===== src/rtl/gate_exerciser_if.sv =====
// gate_exerciser_if
//   Groups the exerciser's control, stimulus and result signals.
//   master : board/tester side. It drives start and the gate unit results, and
//            observes stimulus and status.
//   slave  : the gate_exerciser itself.
//   Signals:
//     start                      begin a test run
//     a_out, b_out               stimulus to the gate unit
//     and_in .. nand_in          gate unit results
//     busy, done, pass           run status
//     err_count[3:0]             mismatching vector count, saturating
//     fail_vec[5:0]              sticky per-gate fail flags {nand,xnor,xor,not_a,or,and}
//     vec_idx[1:0]               vector currently driven
//   Optional macro GATE_EXER_FIRST_FAIL_EN adds first_fail_valid and
//   first_fail_idx[1:0].
interface gate_exerciser_if;
  logic       start;
  logic       a_out;
  logic       b_out;
  logic       and_in;
  logic       or_in;
  logic       not_a_in;
  logic       xor_in;
  logic       xnor_in;
  logic       nand_in;
  logic       busy;
  logic       done;
  logic       pass;
  logic [3:0] err_count;
  logic [5:0] fail_vec;
  logic [1:0] vec_idx;
`ifdef GATE_EXER_FIRST_FAIL_EN
  logic       first_fail_valid;
  logic [1:0] first_fail_idx;

  modport master (
    output start, and_in, or_in, not_a_in, xor_in, xnor_in, nand_in,
    input  a_out, b_out, busy, done, pass, err_count, fail_vec, vec_idx,
           first_fail_valid, first_fail_idx
  );

  modport slave (
    input  start, and_in, or_in, not_a_in, xor_in, xnor_in, nand_in,
    output a_out, b_out, busy, done, pass, err_count, fail_vec, vec_idx,
           first_fail_valid, first_fail_idx
  );
`else
  modport master (
    output start, and_in, or_in, not_a_in, xor_in, xnor_in, nand_in,
    input  a_out, b_out, busy, done, pass, err_count, fail_vec, vec_idx
  );

  modport slave (
    input  start, and_in, or_in, not_a_in, xor_in, xnor_in, nand_in,
    output a_out, b_out, busy, done, pass, err_count, fail_vec, vec_idx
  );
`endif
endinterface


===== src/rtl/gate_exerciser.sv =====
// gate_exerciser
//   Built-in self-test engine for a two-input gate unit. It sweeps the four
//   (a,b) vectors 00,01,10,11 and holds each one for SETTLE_CYCLES cycles. A
//   single CHECK cycle then compares the six gate results against internally
//   computed golden values. The sweep repeats PASSES times per start.
//   Ports:
//     clk  rising-edge clock
//     rst  synchronous active-high reset
//     bus  gate_exerciser_if.slave (start, stimulus, results, status)
//   Parameters:
//     SETTLE_CYCLES  cycles each vector is held before checking (1..15)
//     PASSES         full 4-vector sweeps per start (1..15)
//   Optional macro GATE_EXER_FIRST_FAIL_EN records the vector index of the
//   first failing CHECK of a run (first_fail_valid / first_fail_idx).
module gate_exerciser #(
  parameter int unsigned SETTLE_CYCLES = 2,
  parameter int unsigned PASSES        = 1
) (
  input  logic             clk,
  input  logic             rst,
  gate_exerciser_if.slave  bus
);

  typedef enum logic [1:0] {IDLE, SETTLE, CHECK, DONE} state_t;

  localparam logic [3:0] SETTLE_LAST = 4'(SETTLE_CYCLES - 1);
  localparam logic [3:0] PASS_LAST   = 4'(PASSES - 1);

  state_t     state;
  state_t     state_nxt;
  logic [3:0] settle_cnt;
  logic [3:0] pass_cnt;
  logic [1:0] vec_idx;
  logic [3:0] err_count;
  logic [5:0] fail_vec;
  logic [5:0] actual;
  logic [5:0] mismatch;
  logic       settle_end;
  logic       last_vec;

`ifdef GATE_EXER_FIRST_FAIL_EN
  logic       first_fail_valid;
  logic [1:0] first_fail_idx;
`endif

  // Golden results for vector v = {a,b}, packed as {nand,xnor,xor,not_a,or,and}.
  function automatic logic [5:0] golden_of(input logic [1:0] v);
    logic a;
    logic b;
    a = v[1];
    b = v[0];
    return {~(a & b), ~(a ^ b), a ^ b, ~a, a | b, a & b};
  endfunction

  // Mismatch counter increment that sticks at 15.
  function automatic logic [3:0] sat_inc(input logic [3:0] c);
    return (c == 4'hF) ? 4'hF : c + 4'd1;
  endfunction

  assign actual     = {bus.nand_in, bus.xnor_in, bus.xor_in,
                       bus.not_a_in, bus.or_in, bus.and_in};
  assign mismatch   = actual ^ golden_of(vec_idx);
  assign settle_end = (settle_cnt == SETTLE_LAST);
  assign last_vec   = (vec_idx == 2'd3) && (pass_cnt == PASS_LAST);

  // State register
  always_ff @(posedge clk) begin
    if (rst) begin
      state <= IDLE;
    end else begin
      state <= state_nxt;
    end
  end

  // Next-state logic. start only matters in IDLE and DONE, so a start while
  // busy is ignored.
  always_comb begin
    state_nxt = state;
    case (state)
      IDLE, DONE: if (bus.start) state_nxt = SETTLE;
      SETTLE:     if (settle_end) state_nxt = CHECK;
      CHECK:      state_nxt = last_vec ? DONE : SETTLE;
      default:    state_nxt = IDLE;
    endcase
  end

  // Outputs. The stimulus comes straight from the vector index, so it stays
  // on the last vector while DONE.
  always_comb begin
    bus.busy      = (state == SETTLE) || (state == CHECK);
    bus.done      = (state == DONE);
    bus.pass      = (state == DONE) && (err_count == 4'd0);
    bus.a_out     = vec_idx[1];
    bus.b_out     = vec_idx[0];
    bus.vec_idx   = vec_idx;
    bus.err_count = err_count;
    bus.fail_vec  = fail_vec;
`ifdef GATE_EXER_FIRST_FAIL_EN
    bus.first_fail_valid = first_fail_valid;
    bus.first_fail_idx   = first_fail_idx;
`endif
  end

  // Sweep counters and result accumulation. Results are used only in CHECK.
  always_ff @(posedge clk) begin
    if (rst) begin
      settle_cnt <= 4'd0;
      pass_cnt   <= 4'd0;
      vec_idx    <= 2'd0;
      err_count  <= 4'd0;
      fail_vec   <= 6'd0;
`ifdef GATE_EXER_FIRST_FAIL_EN
      first_fail_valid <= 1'b0;
      first_fail_idx   <= 2'd0;
`endif
    end else begin
      case (state)
        IDLE, DONE: begin
          if (bus.start) begin
            settle_cnt <= 4'd0;
            pass_cnt   <= 4'd0;
            vec_idx    <= 2'd0;
            err_count  <= 4'd0;
            fail_vec   <= 6'd0;
`ifdef GATE_EXER_FIRST_FAIL_EN
            first_fail_valid <= 1'b0;
            first_fail_idx   <= 2'd0;
`endif
          end
        end
        SETTLE: begin
          settle_cnt <= settle_cnt + 4'd1;
        end
        CHECK: begin
          fail_vec <= fail_vec | mismatch;
          if (|mismatch) begin
            err_count <= sat_inc(err_count);
`ifdef GATE_EXER_FIRST_FAIL_EN
            if (!first_fail_valid) begin
              first_fail_valid <= 1'b1;
              first_fail_idx   <= vec_idx;
            end
`endif
          end
          if (!last_vec) begin
            vec_idx    <= vec_idx + 2'd1;
            settle_cnt <= 4'd0;
            if (vec_idx == 2'd3) pass_cnt <= pass_cnt + 4'd1;
          end
        end
        default: ;
      endcase
    end
  end

endmodule


===== src/flat_wrapper.sv =====
// flat-port wrapper written by rule: the top's interface ports become plain ports
module gate_exerciser_flat 
#(
  parameter int unsigned SETTLE_CYCLES = 2,
  parameter int unsigned PASSES        = 1
)
  (clk, rst, bus_start, bus_and_in, bus_or_in, bus_not_a_in, bus_xor_in, bus_xnor_in, bus_nand_in, bus_a_out, bus_b_out, bus_busy, bus_done, bus_pass, bus_err_count, bus_fail_vec, bus_vec_idx);
  gate_exerciser_if bus_i ();
  input  logic clk;
  input  logic rst;
  input wire logic [$bits(bus_i.start)-1:0] bus_start;
  input wire logic [$bits(bus_i.and_in)-1:0] bus_and_in;
  input wire logic [$bits(bus_i.or_in)-1:0] bus_or_in;
  input wire logic [$bits(bus_i.not_a_in)-1:0] bus_not_a_in;
  input wire logic [$bits(bus_i.xor_in)-1:0] bus_xor_in;
  input wire logic [$bits(bus_i.xnor_in)-1:0] bus_xnor_in;
  input wire logic [$bits(bus_i.nand_in)-1:0] bus_nand_in;
  output wire logic [$bits(bus_i.a_out)-1:0] bus_a_out;
  output wire logic [$bits(bus_i.b_out)-1:0] bus_b_out;
  output wire logic [$bits(bus_i.busy)-1:0] bus_busy;
  output wire logic [$bits(bus_i.done)-1:0] bus_done;
  output wire logic [$bits(bus_i.pass)-1:0] bus_pass;
  output wire logic [$bits(bus_i.err_count)-1:0] bus_err_count;
  output wire logic [$bits(bus_i.fail_vec)-1:0] bus_fail_vec;
  output wire logic [$bits(bus_i.vec_idx)-1:0] bus_vec_idx;
  assign bus_i.start = bus_start;
  assign bus_i.and_in = bus_and_in;
  assign bus_i.or_in = bus_or_in;
  assign bus_i.not_a_in = bus_not_a_in;
  assign bus_i.xor_in = bus_xor_in;
  assign bus_i.xnor_in = bus_xnor_in;
  assign bus_i.nand_in = bus_nand_in;
  assign bus_a_out = bus_i.a_out;
  assign bus_b_out = bus_i.b_out;
  assign bus_busy = bus_i.busy;
  assign bus_done = bus_i.done;
  assign bus_pass = bus_i.pass;
  assign bus_err_count = bus_i.err_count;
  assign bus_fail_vec = bus_i.fail_vec;
  assign bus_vec_idx = bus_i.vec_idx;
  gate_exerciser #(.SETTLE_CYCLES(SETTLE_CYCLES), .PASSES(PASSES)) u_core (.clk(clk), .rst(rst), .bus(bus_i));
endmodule

===== config.mk =====
export PLATFORM = sky130hd
export DESIGN_NAME = gate_exerciser_flat
export DESIGN_NICKNAME = d
export VERILOG_FILES = /design/src/rtl/gate_exerciser_if.sv /design/src/rtl/gate_exerciser.sv /design/src/flat_wrapper.sv
export SDC_FILE = /design/constraint.sdc
export NUM_CORES = 1
export LEC_CHECK = 0
export BUFFER_PORTS_ARGS = -buffer_cell sky130_fd_sc_hd__buf_2
export CAP_MARGIN = 20
export CORE_MARGIN = 1.5
export CORE_UTILIZATION = 55
export CTS_CLUSTER_SIZE = 16
export DETAILED_ROUTE_END_ITERATION = 8
export GPL_TIMING_DRIVEN = 0
export PLACE_DENSITY = 0.8
export SYNTH_ARGS = -nofsm -noshare
export SYNTH_HDL_FRONTEND = slang
export SYNTH_SLANG_ARGS = --single-unit
export TNS_END_PERCENT = 50

===== constraint.sdc =====
create_clock -name clk -period 3.95 [get_ports clk]
set_input_delay 0.79 -clock clk [delete_from_list [all_inputs] [get_ports clk]]
set_output_delay 0.79 -clock clk [all_outputs]
set_load 0.03 [all_outputs]

==> flow_metrics.py <==
metrics = {
    "status": {
        "status": "finished clean",
    },
    "cts": {
        "ctsHoldBuffers": 0,
        "clkSinkCount": 22,
        "post_cts_resized": 0,
        "cts_buffer_depth": 2,
        "post-cts-setup-buffer-count": 0,
        "h-tree-depth": 1,
        "path_clk_slew_ns": 0.12,
        "cts_tree": "built",
        "numCtsBuffers": 3,
        "insertion_delay_ns": 0.31,
        "root_buffer": "clkbuf_4",
    },
    "routing": {
        "wl_um": 2660,
        "first_iter_violations": 25,
        "vias": 1143,
        "drtAntennaViolNets": 0,
        "wl_per_cell_um": 13.0,
        "drc": 0,
        "via_per_inst": 5.58,
        "dr.pass1.iters": 4,
    },
    "logic_synthesis": {
        "synth_top_area_cell": "dfxtp_1",
        "ys_types": 37,
        "yosys_warnings": 0,
        "syn_area_mm2": 0.00129,
        "post-synth-top-area-fraction_pct": 34.2,
        "synth-async-reset-ratio_pct": 0,
        "yosys-top-cells-area": "dfxtp_1 (34%), ha_1 (12%), a21oi_1 (5.8%), inv_1 (4.1%), o211ai_1 (3.5%)",
        "synth_nets": 170,
        "synth_edf_count": 0,
        "synth-seq-cells": 22,
        "synth_common_cells": "dfxtp_1 (22), a21oi_1 (15), inv_1 (14)",
        "synthMostInstantiatedCell": "dfxtp_1",
        "synth_cells": 149,
        "avgSynthCellArea_um2": 8.65,
        "ys.flop_type": "dfxtp_1",
        "ys_seq_area_share_pct": 34.2,
    },
    "floorplan": {
        "die-height_um": 51.4,
        "ios": 26,
        "rows": 17,
        "die_width_um": 51.4,
        "start_util_pct": 58.3,
        "core_mm2": 0.00221,
        "dieArea_mm2": 0.00264,
    },
    "placed_design": {
        "gp_congestion": 0.825,
        "dpl.cell_count": 201,
        "place_area_mm2": 0.00144,
        "port_buffers": 24,
        "dp_hpwl_um": 1980,
    },
    "worst_hold_path": {
        "hold_path_class": "flop to flop",
        "hold_path.startpoint": "u_core.bus.fail_vec[0]",
        "whs_path_depth": 2,
        "hold_path_end": "u_core.bus.fail_vec[0]",
    },
    "global_route": {
        "first_global_vias": 990,
        "grt_pass1_wl_um": 4200,
        "grt-ovfl-total": 0,
        "antenna_found_initial": 0,
        "grt_max_degree": 13,
        "grt_usage_pct": 21.0,
    },
    "sta": {
        "fin_skew_ns": 0.00157,
        "grt_setup_unrepaired": "no",
        "slew_violations": 0,
        "fin_crit_sh_pct": 57.3,
        "fmax_mhz": 442,
        "hold_violations": 0,
        "tns_ns": 0,
        "tightest_slew_ns": 0.445,
        "slew_headroom_pct": 70.3,
        "min_period_ns": 2.26,
        "setup_viol": 0,
    },
    "final_layout": {
        "n_antenna_cell": 0,
        "stdcell_area_mm2": 0.00148,
        "fin_nets": 199,
        "final_layout_size_suffix_gt1_share_pct": 20.9,
        "fin_cells": 205,
        "syn2layout_area_growth_pct": 14.9,
        "fill_cells": 192,
    },
    "worst_setup_path": {
        "crit_fanout": 6,
        "endpoint_kind": "flop",
        "rrSetupSlack_ns": 1.69,
        "worstSetupStartpointType": "flop",
        "reg2regPathDepth": 6,
        "worst_ep_required_time_ns": 4.18,
        "r2r_end": "u_core.bus.err_count[3]",
        "reg2reg_from": "u_core.bus.vec_idx[1]",
        "worst_ep_arrival_time_ns": 2.49,
        "criticalPathCategory": "flop to flop",
    },
    "power": {
        "power_density_mw_per_mm2": 315,
        "p_leak_nw": 0.613,
        "ir_drop_mv": 0.278,
    },
    "job": {
        "cap_violations": 0,
    },
}
-- cell type report --
cell class	count	area [um2]	area share, %
Clock buffer	4	36.3	2.45
Tap cell	28	35.0	2.37
Buffer	7	61.3	4.14
Timing Repair Buffer	24	120	8.11
Multi-Input combinational cell	106	734	49.6
Sequential cell	22	440	29.8
Inverter	14	52.6	3.55
-- per-stage QoR --
step / worst slack, ns / util, % / hold WS, ns / power (mW)
after floorplan: 1.68 / - / 0.453 / 0.316
after global placement: 1.74 / 65.3 / 0.447 / 0.338
after detailed placement: 1.72 / 65.3 / 0.457 / 0.342
after CTS: 1.69 / 66.9 / 0.487 / 0.468
after global routing: 1.55 / 66.9 / 0.524 / 0.487
final: 1.69 / 66.9 / 0.477 / 0.466
-- cell usage in the layout, fill, tap and decap left out, types with 4 or more instances in the layout --
cell,netlist,routed
dfxtp_1,22,22
or3_1,5,5
ha_1,12,12
nor2_1,11,11
nor3_1,4,4
inv_1,14,14
o21ai_1,5,5
nand3_1,4,4
nand2_1,8,8
buf_2,0,24
o211ai_1,6,6
a21oi_1,15,15
-- worst max-delay path, cell delays in order (launching register included) --
cell,delay (ns)
dfxtp_1,0.49
inv_1,0.08
ha_1,0.34
xnor2_1,0.17
or4_4,0.58
o21a_1,0.26
a221oi_1,0.26
-- where the power goes --
group	leakage, nW	switching, mW	total (mW)	internal [mW]
Combinational	0.414	0.0621	0.101	0.0387
Clock	0.0210	0.0707	0.127	0.0563
Sequential	0.178	0.00746	0.238	0.230
-- cell families after synthesis --
logic type	synth area share, %
compound gates	20.3
xor+xnor	5.34
fa+ha+maj	11.7
buf+inv	8.84
flops	34.2
mux	2.04
simple gates	17.7
-- how the worst max path moves through the flow --
stage	end	start	cells after the start	slack, ns
3_3_place_gp	u_core.bus.err_count[2]	bus_xnor_in	5	1.74
3_5_place_dp	u_core.bus.err_count[2]	bus_xnor_in	5	1.72
5_1_grt	u_core.bus.err_count[3]	u_core.bus.vec_idx[1]	6	1.55
4_1_cts	u_core.bus.err_count[2]	u_core.bus.vec_idx[1]	6	1.69
2_1_floorplan	bus_pass	u_core.state[0]	3	1.68
6_report	u_core.bus.err_count[3]	u_core.bus.vec_idx[1]	6	1.69
-- per-layer routing --
metal | global-route usage [%] | vias to the layer above | wire (um)
li1 | - | 577 | -
met1 | 25.6 | 539 | 1190
met2 | 36.1 | 23 | 1330
met3 | 2.92 | 4 | 94
met4 | 10.1 | 0 | 46
met5 | 0 | - | 0
-- state kept, by name, summed over array words and instances (netlist names) --
| name | count |
|---|---|
| u_core.bus.fail_vec | 6 |
| u_core.state | 2 |
| u_core.bus.err_count | 4 |
| u_core.settle_cnt | 4 |
| u_core.pass_cnt | 4 |
| u_core.bus.vec_idx | 2 |
Power figures use the tool's default switching activity.
